<file path="config.mk">
export PLATFORM = sky130hd
export DESIGN_NAME = fifo_drain_rr_arb
export DESIGN_NICKNAME = d
export VERILOG_FILES = /design/src/rtl/fifo_drain_rr_arb.sv
export SDC_FILE = /design/constraint.sdc
export NUM_CORES = 1
export LEC_CHECK = 0
export CORE_MARGIN = 4
export CORE_UTILIZATION = 37
export DETAILED_ROUTE_END_ITERATION = 8
export GPL_TIMING_DRIVEN = 1
export PLACE_DENSITY = 0.84
export SYNTH_ARGS = -nofsm -noshare
export SYNTH_HDL_FRONTEND = slang
export SYNTH_SLANG_ARGS = --single-unit
</file>
<file path="constraint.sdc">
create_clock -name clk -period 3.2 [get_ports clk]
set_clock_uncertainty 0.05 [all_clocks]
set_input_delay 0.64 -clock clk [delete_from_list [all_inputs] [get_ports clk]]
set_output_delay 0.64 -clock clk [all_outputs]
set_load 0.02 [all_outputs]
</file>
<file path="src/rtl/fifo_drain_rr_arb.sv">
`default_nettype none
// ============================================================================
// Module      : fifo_drain_rr_arb
// Description : Round-robin drain scheduler. Shares one downstream consumer
//               between N_SRC show-ahead FIFO read ports. Pops the granted
//               FIFO and forwards each word into a registered valid/ready
//               output stage, tagged with its source index. A grant is held
//               for up to MAX_BURST consecutive pops. An empty or disabled
//               FIFO is never popped.
// Ports       : clk, rstn        clock / synchronous active-low reset
//               cfg_en_i         per-source enable (0 = never granted)
//               fifo_valid_i     per-source non-empty flag
//               fifo_rd_data_i   show-ahead head words, source i at [i*DW +: DW]
//               fifo_pop_o       one-hot (or zero) pop strobe, combinational
//               out_valid_o / out_ready_i / out_data_o / out_src_o
//                                registered output stage
//               busy_o           high while a burst grant is held
// Revision    : 1.0 - initial release
// ============================================================================
module fifo_drain_rr_arb #(
    parameter  int N_SRC      = 4,
    parameter  int DATA_WIDTH = 32,
    parameter  int MAX_BURST  = 4,
    localparam int SRC_W      = $clog2(N_SRC),
    localparam int BCNT_W     = $clog2(MAX_BURST + 1)
) (
    input  logic                          clk,
    input  logic                          rstn,
    input  logic [N_SRC-1:0]              cfg_en_i,
    input  logic [N_SRC-1:0]              fifo_valid_i,
    input  logic [N_SRC*DATA_WIDTH-1:0]   fifo_rd_data_i,
    output logic [N_SRC-1:0]              fifo_pop_o,
    output logic                          out_valid_o,
    input  logic                          out_ready_i,
    output logic [DATA_WIDTH-1:0]         out_data_o,
    output logic [SRC_W-1:0]              out_src_o,
    output logic                          busy_o
);

    typedef enum logic [0:0] {
        IDLE  = 1'b0,
        BURST = 1'b1
    } state_t;

    state_t                  state_q;
    logic [SRC_W-1:0]        rr_ptr_q;
    logic [SRC_W-1:0]        cur_src_q;
    logic [BCNT_W-1:0]       burst_cnt_q;
    logic [BCNT_W-1:0]       burst_cnt_d;
    logic                    out_valid_q;
    logic [DATA_WIDTH-1:0]   out_data_q;
    logic [SRC_W-1:0]        out_src_q;

    logic [N_SRC-1:0]        elig;
    logic                    load;
    logic                    win_found;
    logic [SRC_W-1:0]        win_idx;
    logic [SRC_W-1:0]        scan;
    logic                    pop_any;
    logic [SRC_W-1:0]        pop_idx;
    logic [DATA_WIDTH-1:0]   head [N_SRC];

    // Increment modulo N_SRC; handles non-power-of-two source counts.
    function automatic logic [SRC_W-1:0] inc_mod(input logic [SRC_W-1:0] i);
        if (i == SRC_W'(N_SRC - 1)) begin
            return '0;
        end
        return i + SRC_W'(1);
    endfunction

    genvar gi;
    generate
        for (gi = 0; gi < N_SRC; gi++) begin : g_head
            assign head[gi] = fifo_rd_data_i[gi*DATA_WIDTH +: DATA_WIDTH];
        end
    endgenerate

    assign elig        = fifo_valid_i & cfg_en_i;
    assign load        = ~out_valid_q | out_ready_i;
    assign burst_cnt_d = burst_cnt_q + BCNT_W'(1);

    // First eligible source found scanning upward from rr_ptr, wrapping.
    always_comb begin
        win_found = 1'b0;
        win_idx   = '0;
        scan      = rr_ptr_q;
        for (int k = 0; k < N_SRC; k++) begin
            if (!win_found && elig[scan]) begin
                win_found = 1'b1;
                win_idx   = scan;
            end
            scan = inc_mod(scan);
        end
    end

    // Pop decision. Gated by rstn so a reset cycle never consumes a word.
    always_comb begin
        pop_any    = 1'b0;
        pop_idx    = win_idx;
        fifo_pop_o = '0;
        if (rstn && load) begin
            if (state_q == IDLE) begin
                pop_any = win_found;
            end else begin
                pop_any = elig[cur_src_q];
                pop_idx = cur_src_q;
            end
        end
        if (pop_any) begin
            fifo_pop_o[pop_idx] = 1'b1;
        end
    end

    always_ff @(posedge clk) begin
        if (!rstn) begin
            state_q     <= IDLE;
            rr_ptr_q    <= '0;
            cur_src_q   <= '0;
            burst_cnt_q <= '0;
            out_valid_q <= 1'b0;
            out_data_q  <= '0;
            out_src_q   <= '0;
        end else begin
            // Output stage: refill on a load cycle, otherwise hold for the sink.
            if (load) begin
                if (pop_any) begin
                    out_valid_q <= 1'b1;
                    out_data_q  <= head[pop_idx];
                    out_src_q   <= pop_idx;
                end else begin
                    out_valid_q <= 1'b0;
                end
            end

            case (state_q)
                IDLE: begin
                    if (pop_any) begin
                        cur_src_q   <= pop_idx;
                        burst_cnt_q <= BCNT_W'(1);
                        if (MAX_BURST == 1) begin
                            rr_ptr_q <= inc_mod(pop_idx);
                        end else begin
                            state_q <= BURST;
                        end
                    end
                end
                BURST: begin
                    if (load) begin
                        if (pop_any) begin
                            burst_cnt_q <= burst_cnt_d;
                            if (burst_cnt_d == BCNT_W'(MAX_BURST)) begin
                                rr_ptr_q <= inc_mod(cur_src_q);
                                state_q  <= IDLE;
                            end
                        end else begin
                            // Source ran dry or was disabled: give up the grant.
                            rr_ptr_q <= inc_mod(cur_src_q);
                            state_q  <= IDLE;
                        end
                    end
                end
                default: state_q <= IDLE;
            endcase
        end
    end

    assign out_valid_o = out_valid_q;
    assign out_data_o  = out_data_q;
    assign out_src_o   = out_src_q;
    assign busy_o      = (state_q == BURST);

`ifndef SYNTHESIS
    a_pop_onehot : assert property (@(posedge clk) disable iff (!rstn)
        $onehot0(fifo_pop_o));
    a_pop_elig : assert property (@(posedge clk) disable iff (!rstn)
        (fifo_pop_o & ~elig) == '0);
    a_pop_load : assert property (@(posedge clk) disable iff (!rstn)
        (fifo_pop_o != '0) |-> load);
    a_hold : assert property (@(posedge clk) disable iff (!rstn)
        (out_valid_q && !out_ready_i) |=> ($stable(out_data_q) && $stable(out_src_q)));
`endif

endmodule
`default_nettype wire

</file>
==> results_dict.tcl, run 1 <==
set metrics [dict create \
    grt_pass1_vias 3274 \
    synthesis.nets 443 \
    critPathCaptureType "primary output" \
    worstPathArrival_ps 2490 \
    viasPerCell 5.35 \
    overflow 0 \
    vias 3151 \
    path_class "primary input to primary output" \
    area.growth.synth_to_final_pct 79.3 \
    die_height_um 94.5 \
    slowest_delay_ps 390 \
    root_buffer "clkbuf_8" \
    syn_inst 300 \
    relSlewSlack 0.577 \
    first_pass_iters 5 \
    worst_pin_slew_ps 634 \
    ys_ff_latch 43 \
    num_rows 31 \
    post-place-cells 579 \
    cts-htree-levels 2 \
    ys.flop_type "dfxtp_1" \
    fin_cells 589 \
    p_int_mw 1.69 \
    power_frac_comb 0.549 \
    ant_nets 0 \
    grt_pass1_wl_mm 15.9 \
    setup_violations 0 \
    grt_use_total 0.225 \
    holdWs_ps 416 \
    grt_max_degree 39 \
    critPathMaxFanout 6 \
    syn_area_per_cell_um2 9.23 \
    finalWirelength_mm 10.5 \
    cts.sinks 43 \
    clock_latency_ps 280 \
    tritoncts "yes" \
    hold_viol_final 0 \
    core_area_mm2 0.00725 \
    p_per_area_mw_per_mm2 534 \
    nFillCells 565 \
    drive_gt1_frac 0.147 \
    min_path_type "flip-flop to flip-flop" \
    netlist_area_mm2 0.00277 \
    irDropWorstVdd_v 0.000518 \
    min_period_over_period 0.995 \
    dpl.hpwl_mm 8.27 \
    ys_types 44 \
    wl_per_cell_um 17.8 \
    tns_ps 0 \
    slew_violations 0 \
    p_seq_frac 0.288 \
    diodes 0 \
    synth-edff-count 0 \
    switching_share 0.363 \
    path_clk_slew_ps 80 \
    cts-buffers-inserted 5 \
    port_buffers 178 \
    crit_path_start_kind "primary input" \
    dieArea_mm2 0.00893 \
    min_period_ps 3180 \
    io-pin-count 179 \
    rsz0062_at_grt "yes" \
    finalPower_mw 2.65 \
    p_clk_frac 0.164 \
    ys_seq_area_frac 0.311 \
    leakage_nw 2.14 \
    cpMaxStageDelayCell "a311oi_2" \
    holdBufCountCts 0 \
    synthArstFlopShare 0 \
    max-cap-violations 0 \
    outcome "complete, no violations" \
    nets 632 \
    crit_required_ps 2510 \
    start_util 0.382 \
    max_freq_mhz 314 \
    finalInstanceArea_mm2 0.00496 \
    cp_cell_sequence "dlygate4sd2_1, and2_4, buf_6, nor4_4, o21ai_2, a311oi_2, o221ai_4, nor2b_1, buf_4" \
    die_w_um 94.5 \
    drc 0 \
    place_congestion 0.910 \
    p_switching_mw 0.961 \
    drt_iter0_drc 79 \
    synth-warning-count 0 \
    placed_area_mm2 0.00476 \
    clk_path_buf_depth 2 \
    antenna_found_initial 0 \
]
## Yosys cell counts, drive strengths merged, types with 2 or more instances
cell type	instances	area, um2
nand2	44	168
dfxtp	43	861
o221ai	34	298
o211ai	2	15.0
nand2b	3	18.8
or3	2	12.5
a211oi	3	22.5
nor2b	2	12.5
mux2i	66	661
clkbuf	9	33.8
and2	5	31.3
a21oi	10	61.3
inv	3	11.3
nor2	15	63.8
nand3	4	20.0
nor3	4	20.0
ha	4	50.1
buf	18	143
mux4	3	67.6
o21ai	8	40.0
## power groups by stage
stage | registers, mW | logic [mW] | clock network (mW)
2_1_floorplan | 0.938 | 0.635 | 0
3_3_place_gp | 0.766 | 1.40 | 0
3_5_place_dp | 0.775 | 1.42 | 0
4_1_cts | 0.763 | 1.44 | 0.449
5_1_grt | 0.781 | 1.54 | 0.475
6_report | 0.762 | 1.45 | 0.434
## cells in the final DEF, fill, tap and decap left out, types with 2 or more instances in the layout
master           netlist  final
o221ai_1              34     33
clkdlybuf4s50_1        0    166
a21oi_1                9      8
nor2_1                14     13
o21ai_0                8      7
mux4_2                 3      3
nand2b_1               3      3
and2_4                 0      2
o211ai_1               2      2
clkbuf_8               0      6
mux2i_1               66     66
nand3_1                4      4
buf_4                  6     32
inv_1                  3      3
dfxtp_1               43     43
a211oi_1               3      3
nor3_1                 4      3
dlygate4sd2_1          0      7
nand2_1               43     39
buf_6                  6      2
ha_1                   4      3
nand2_2                1      5
and2_1                 4      3
## final timing paths
check             startpoint              to  slack [ps]  cells past startpoint
max          fifo_valid_i[0]   fifo_pop_o[1]          20                      9
min           out_data_o[22]  out_data_o[22]         420                      2
max reg2reg      rr_ptr_q[0]  out_data_o[25]         350                      8
min reg2reg   out_data_o[22]  out_data_o[22]         420                      2
## repair_timing
item	in CTS	in global routing
resized for setup	38	14
endpoints found under the setup margin	22	4
pin swaps	7	4
setup buffers	0	2
## layer usage
layer | part of all wire | wire, um | GRT usage
met2 | 0.51 | 5370 | 0.421
met3 | 0.11 | 1110 | 0.0725
met5 | 0 | 0 | 0
met1 | 0.37 | 3830 | 0.244
met4 | 0.015 | 154 | 0.0517
## flip-flops by register name, summed over array words and instances (netlist names)
signal	count
cur_src_q	2
out_valid_o	1
busy_o	1
out_src_o	2
rr_ptr_q	2
burst_cnt_q	3
out_data_o	32
## critical path: cells and delay by family
kind,cells,cell delay (ps)
and+or+nand+nor,3,610
AOI/OAI and AO/OA,3,690
buffers and inverters,3,540
## kinds of logic (layout without fill, tap and decap cells)
logic type / after synthesis / in the layout / synth area share
flip-flops: 43 / 43 / 0.311
AO/OA/AOI/OAI: 68 / 68 / 0.196
multiplexers: 70 / 70 / 0.267
buffers and inverters: 30 / 220 / 0.0678
AND/OR/NAND/NOR: 84 / 84 / 0.137
XOR/XNOR: 1 / 1 / 0.00316
adder cells (fa/ha/maj): 4 / 4 / 0.0181
## area by class of cell
| cell class | instances | area, um2 | area share |
|---|---|---|---|
| Multi-Input combinational cell | 227 | 1840 | 0.370 |
| Timing Repair Buffer | 209 | 2020 | 0.406 |
| Clock buffer | 6 | 82.6 | 0.0166 |
| Tap cell | 99 | 124 | 0.0249 |
| Clock inverter | 2 | 35.0 | 0.00706 |
| Sequential cell | 43 | 861 | 0.173 |
| Inverter | 3 | 11.3 | 0.00227 |
## metrics by stage
| step | setup slack (ps) | utilization |
|---|---|---|
| 3_3_place_gp | -657 | 0.656 |
| 6_report | 16.7 | 0.684 |
| 3_5_place_dp | -715 | 0.656 |
| 5_1_grt | -66.3 | 0.684 |
| 2_1_floorplan | 61.2 | - |
| 4_1_cts | 13.7 | 0.676 |
(Power assumes the default switching activity.)
==> inputs of run 2 (changes only) <==
--- a/config.mk
+++ b/config.mk
@@ -5,8 +5,11 @@
 export SDC_FILE = /design/constraint.sdc
 export NUM_CORES = 1
 export LEC_CHECK = 0
+export ABC_AREA = 1
+export CAP_MARGIN = 20
 export CORE_MARGIN = 4
-export CORE_UTILIZATION = 37
+export CORE_UTILIZATION = 39
+export CTS_BUF_LIST = sky130_fd_sc_hd__clkbuf_8 sky130_fd_sc_hd__clkbuf_16
 export DETAILED_ROUTE_END_ITERATION = 8
 export GPL_TIMING_DRIVEN = 1
 export PLACE_DENSITY = 0.84
==> run 2 against run 1 <==
Net effect:
- die area grew 7.3%
- cell count grew 35%
- synthesized cell count grew 70%
- synthesized area grew 14%
- largest cell class is now multi-input gates
==> results_dict.tcl, run 2 <==
set metrics [dict create \
    post-synth-top-area-fraction 0.273 \
    vias 4197 \
    cts-htree-levels 2 \
    path_clk_slew_ps 80 \
    mostFrequentLayoutCell "clkdlybuf4s50_1" \
    cp-startpoint "cfg_en_i[1]" \
    clock_latency_ps 280 \
    outcome "complete, no violations" \
    ys_types 30 \
    overflow 0 \
    worst_pin_slew_ps 449 \
    wl_per_cell_um 15.7 \
    min_period_ps 3130 \
    crit_path_start_kind "primary input" \
    critPathCaptureType "primary output" \
    cp_common_cell "nand2_2" \
    root_buffer "clkbuf_8" \
    ys_ff_latch 43 \
    drt_iter0_drc 158 \
    grt_pass1_wl_mm 19.8 \
    drc 0 \
    synthArstFlopShare 0 \
    min_path_type "flip-flop to flip-flop" \
    antenna_found_initial 0 \
    tritoncts "yes" \
    crit_required_ps 2510 \
    yosysTopAreaCell "dfxtp_1" \
    reg2reg_slack_ps 400 \
    irDropWorstVdd_v 0.000940 \
    drive_gt1_frac 0.138 \
    slowest_delay_ps 510 \
    ant_nets 0 \
    start_util 0.404 \
    grt_max_degree 43 \
    hold_viol_final 0 \
    grt_pass1_vias 4160 \
    post-place-cells 787 \
    max_freq_mhz 320 \
    first_pass_iters 4 \
    ys.flop_type "dfxtp_1" \
    dpl.hpwl_mm 9.55 \
    cts.sinks 43 \
    synth_common_cells "nand3_1 (139), nand2_1 (93), nor2_1 (80)" \
    largest_reg_flops 32 \
    dieArea_mm2 0.00959 \
    holdWs_ps 435 \
    netlist_area_mm2 0.00315 \
    fin_cells 798 \
    io-pin-count 179 \
    die_w_um 97.9 \
    syn_inst 511 \
    slew_violations 0 \
    setup_violations 0 \
    syn_area_per_cell_um2 6.17 \
    leakage_nw 2.28 \
    max-cap-violations 0 \
    clk_path_buf_depth 2 \
    r2r_start "rr_ptr_q[0]" \
    viasPerCell 5.26 \
    setup_ws_ps 74.8 \
    nets 838 \
    synthesis.nets 654 \
    cp_cell_sequence "clkdlybuf4s50_1, nand2_2, nand2_2, nand2_2, o21ai_4, nand4_1, nand2_1, inv_2, nand2_2, nand2_4, nor3_2, buf_4" \
    cts-buffers-inserted 5 \
    p_per_area_mw_per_mm2 1210 \
    port_buffers 178 \
    worstPathArrival_ps 2440 \
    die_height_um 97.9 \
    cpMaxStageDelayCell "clkdlybuf4s50_1" \
    diodes 0 \
    critPathMaxFanout 6 \
    synth-warning-count 0 \
    synthTopCellsByArea "dfxtp_1 (27%), nand3_1 (22%), nand2_1 (11%)" \
    place_congestion 0.922 \
    core_area_mm2 0.00781 \
    grt_use_total 0.249 \
    final_cell_mix "clkdlybuf4s50_1 (167), nand3_1 (136), nand2_1 (83)" \
    min-delay-start "burst_cnt_q[2]" \
    path_class "primary input to primary output" \
    yosysMostFrequentCell "nand3_1" \
    synth-edff-count 0 \
    relSlewSlack 0.700 \
    ys_seq_area_frac 0.273 \
    area.growth.synth_to_final_pct 69.2 \
    min_period_over_period 0.977 \
    num_rows 32 \
    dp_slack_ps -406 \
    finalWirelength_mm 12.5 \
]
==> run 2: changes by cell type in the layout (fill, tap and decap cells not counted), moves of 9 or more <==
cell / delta
nand3_1: +132
mux2i_1: -66
nor2_1: +64
nand2_1: +44
o221ai_1: -33
o21ai_0: +31
inv_1: +14
nand3_2: +12
nand4_1: +12
nand2_2: +9
==> run 2: repair_timing <==
item                       in CTS  in global routing
hold buffers                    0                  0
setup endpoints to repair       4                  4
pin swaps                       0                 16
gates resized for setup        16                 34
setup buffers                   0                  3
==> run 2: area by class of cell <==
type,count,area [um2]
Inverter,24,90.1
Sequential cell,43,861
Multi-Input combinational cell,409,2100
Fill cell,676,2470
Tap cell,102,128
Clock inverter,2,35.0
Timing Repair Buffer,212,2040
Clock buffer,6,82.6
==> run 2: stage by stage <==
step	util	total power [mW]	cell area [um2]	TNS, ps
after floorplan	-	4.45	3150	0
after global placement	0.654	5.75	5100	-1000
after detailed placement	0.654	5.87	5100	-1400
after CTS	0.669	6.33	5230	0
after global routing	0.683	7.10	5340	-112
final	0.683	6.46	5340	0
==> run 2: kinds of logic (layout without fill, tap and decap cells) <==
family                   after synthesis  count (layout)  synth area share
flip-flops                            43              43             0.273
adder cells (fa/ha/maj)                4               4            0.0159
AND/OR/NAND/NOR                      349             349             0.519
XOR/XNOR                               2               2           0.00556
AO/OA/AOI/OAI                         54              54            0.0968
buffers and inverters                 59             244            0.0897
==> run 2: worst max-delay path, delay by kind of cell <==
family / cells / cell delay (ps)
AO/OA/AOI/OAI: 1 / 180
buffers and inverters: 3 / 740
AND/OR/NAND/NOR: 8 / 870
==> run 2: power by group <==
group / internal, mW / switching [mW] / total [mW]
clock: 0.253 / 0.187 / 0.440
sequential: 0.724 / 0.107 / 0.831
combinational: 1.88 / 3.31 / 5.19
total: 2.86 / 3.60 / 6.46
==> run 2: worst paths after layout <==
path | end | cells after the start
max | fifo_pop_o[0] | 12
min | burst_cnt_q[2] | 2
max reg2reg | out_data_o[3] | 17
min reg2reg | burst_cnt_q[2] | 2
==> run 2: metal layers <==
metal,GRT usage,routed length [um],up-vias
met5,0,0,-
li1,-,-,2081
met1,0.294,4840,1914
met2,0.445,6360,178
met3,0.0657,1020,24
met4,0.0650,266,0
==> inputs of run 3 (changes only) <==
--- a/config.mk
+++ b/config.mk
@@ -12,7 +12,8 @@
 export CTS_BUF_LIST = sky130_fd_sc_hd__clkbuf_8 sky130_fd_sc_hd__clkbuf_16
 export DETAILED_ROUTE_END_ITERATION = 8
 export GPL_TIMING_DRIVEN = 1
-export PLACE_DENSITY = 0.84
+export PLACE_DENSITY = 0.82
+export SETUP_SLACK_MARGIN = 0.5
 export SYNTH_ARGS = -nofsm -noshare
 export SYNTH_HDL_FRONTEND = slang
 export SYNTH_SLANG_ARGS = --single-unit
==> run 3 against run 2 <==
Net effect:
- via count increased by 4.7%
- combinational power grew 22%
- cell count increased by 2.4%
- core utilization is 4.8 points higher
- critical path depth grew 2
- total power grew 16%
- non-clock buffer count increased by 19
- clock-buffer cell count unchanged
- sequential share of layout area fell by 1.0 points
- hold slack got worse by 11 ps
==> results_dict.tcl, run 3 (same netlist as run 2, synthesis figures left out) <==
set metrics [dict create \
    crit_required_ps 2510 \
    worst_pin_slew_ps 395 \
    holdBufCountCts 0 \
    relSlewSlack 0.737 \
    final_cell_mix "clkdlybuf4s50_1 (165), nand3_1 (131), nand2_1 (76)" \
    cp_cell_sequence "clkdlybuf4s15_1, nand2_2, inv_2, nand2_1, nand2_2, a21oi_4, buf_12, nand3_2, nand2_2, inv_2, nand2_2, nand2_4, nor3_4, buf_6" \
    critPathCaptureType "primary output" \
    io-pin-count 179 \
    die_height_um 97.9 \
    num_rows 32 \
    reg2reg_slack_ps 610 \
    min_period_over_period 0.909 \
    dp_slack_ps -403 \
    dieArea_mm2 0.00959 \
    path_buf_inv 5 \
    regArea_um2 863 \
    path_clk_slew_ps 80 \
    path_class "primary input to primary output" \
    critPathMaxFanout 4 \
    start_util 0.404 \
    switching_share 0.544 \
    p_per_area_mw_per_mm2 1320 \
    nets 858 \
    tritoncts "yes" \
    die_w_um 97.9 \
    worstPathArrival_ps 2220 \
    grt_use_total 0.264 \
    drive_gt1_frac 0.194 \
    drc 0 \
    min_to "out_src_o[1]" \
    slowest_delay_ps 210 \
    ant_nets 0 \
    outcome "complete, no violations" \
    r2r_start "rr_ptr_q[0]" \
    port_buffers 178 \
    dpl.hpwl_mm 9.85 \
    p_clk_frac 0.048 \
    mostFrequentLayoutCell "clkdlybuf4s50_1" \
    irDropWorstVdd_v 0.000876 \
    finalInstanceArea_mm2 0.00571 \
    antenna_found_initial 0 \
    placed_area_mm2 0.00517 \
    wl_per_cell_um 16.9 \
    power_frac_comb 0.840 \
    vias 4394 \
    area.growth.synth_to_final_pct 81.1 \
    grt_max_degree 62 \
    cp_common_cell "nand2_2" \
    min_path_type "flip-flop to flip-flop" \
    finalWirelength_mm 13.8 \
    core_area_mm2 0.00781 \
    max-cap-violations 0 \
    multiInputGateArea_mm2 0.00226 \
    r2r_cells 17 \
    first_pass_iters 5 \
    cp.depth 14 \
    leakage_nw 2.37 \
    place_congestion 0.857 \
    rsz0062_at_grt "yes" \
    clock_latency_ps 290 \
    setup_violations 0 \
    p_seq_frac 0.112 \
    min-delay-start "out_src_o[1]" \
    root_buffer "clkbuf_8" \
    crit_family "simple AND/OR/NAND/NOR gates" \
    p_switching_mw 4.09 \
    largest_reg_flops 32 \
    setup_ws_ps 292 \
    max_freq_mhz 344 \
    cts-buffers-inserted 5 \
    drt_iter0_drc 256 \
    nFillCells 616 \
    min_period_ps 2910 \
    grt_pass1_wl_mm 20.7 \
    slew_violations 0 \
    overflow 0 \
    diodes 0 \
    crit_path_start_kind "primary input" \
    cpMaxStageDelayCell "clkdlybuf4s15_1" \
    hold_viol_final 0 \
    clk_path_buf_depth 2 \
    cts.sinks 43 \
    grt_pass1_vias 4317 \
    p_int_mw 3.43 \
    hold_depth 2 \
    cts-htree-levels 2 \
    viasPerCell 5.38 \
    r2r-end "out_data_o[14]" \
]
==> run 3: layout make-up <==
class                   instances  area share
inverters                      24      0.0173
clock buffers                   6      0.0145
multi-input cells             410       0.395
clock inverters                 1    0.000876
repair buffers                231       0.399
well taps                     102      0.0223
flip-flops and latches         43       0.151
==> run 3: worst max path at each step <==
stage	start	endpoint	slack [ps]
2_1_floorplan	fifo_valid_i[2]	fifo_pop_o[1]	500
3_3_place_gp	fifo_valid_i[0]	fifo_pop_o[2]	-360
3_5_place_dp	fifo_valid_i[0]	fifo_pop_o[2]	-400
4_1_cts	rr_ptr_q[1]	fifo_pop_o[1]	390
5_1_grt	rr_ptr_q[0]	fifo_pop_o[0]	200
6_report	fifo_valid_i[3]	fifo_pop_o[0]	290
==> run 3: per-stage QoR <==
step,hold WS [ps],util,instances,total power [mW],setup TNS (ps)
floorplan,407,-,511,4.60,0
global placement,412,0.662,786,5.94,-1370
detailed placement,414,0.662,786,6.02,-1530
CTS,427,0.698,804,6.75,0
global route,443,0.731,817,8.10,0
finish,424,0.731,817,7.52,0
==> run 3: timing repair <==
action	4_1_cts	5_1_grt
gates resized for setup	67	31
endpoints found under the hold margin	0	0
pin swaps	26	31
endpoints found under the setup margin	32	35
buffers inserted	11	10
cloned	0	3
==> run 3: layer usage <==
layer / share of wire / global-route usage
met2: 0.52 / 0.480
met5: 0 / 0
met4: 0.029 / 0.0884
met3: 0.090 / 0.0750
met1: 0.36 / 0.294
==> run 3: power groups by stage <==
stage / clock (mW) / combinational, mW / sequential, mW
3_5_place_dp: 0 / 5.17 / 0.850
3_3_place_gp: 0 / 5.10 / 0.842
2_1_floorplan: 0 / 3.58 / 1.02
5_1_grt: 0.385 / 6.84 / 0.866
4_1_cts: 0.362 / 5.55 / 0.843
6_report: 0.358 / 6.32 / 0.845
==> run 3: worst reg2reg max path: stages, from the launching register on <==
cell and delay, ps:
dfxtp_2 340, ha_4 280, buf_4 160, nand3_4 90, nand2_4 70, nor2_4 180
nand4_1 130, nand2_1 110, inv_2 70, nand2_4 100, nand2_8 70, buf_4 180
buf_12 150, nor2_4 260, nand2_1 90, nand2_1 70, nor2_1 60, nor2_1 80
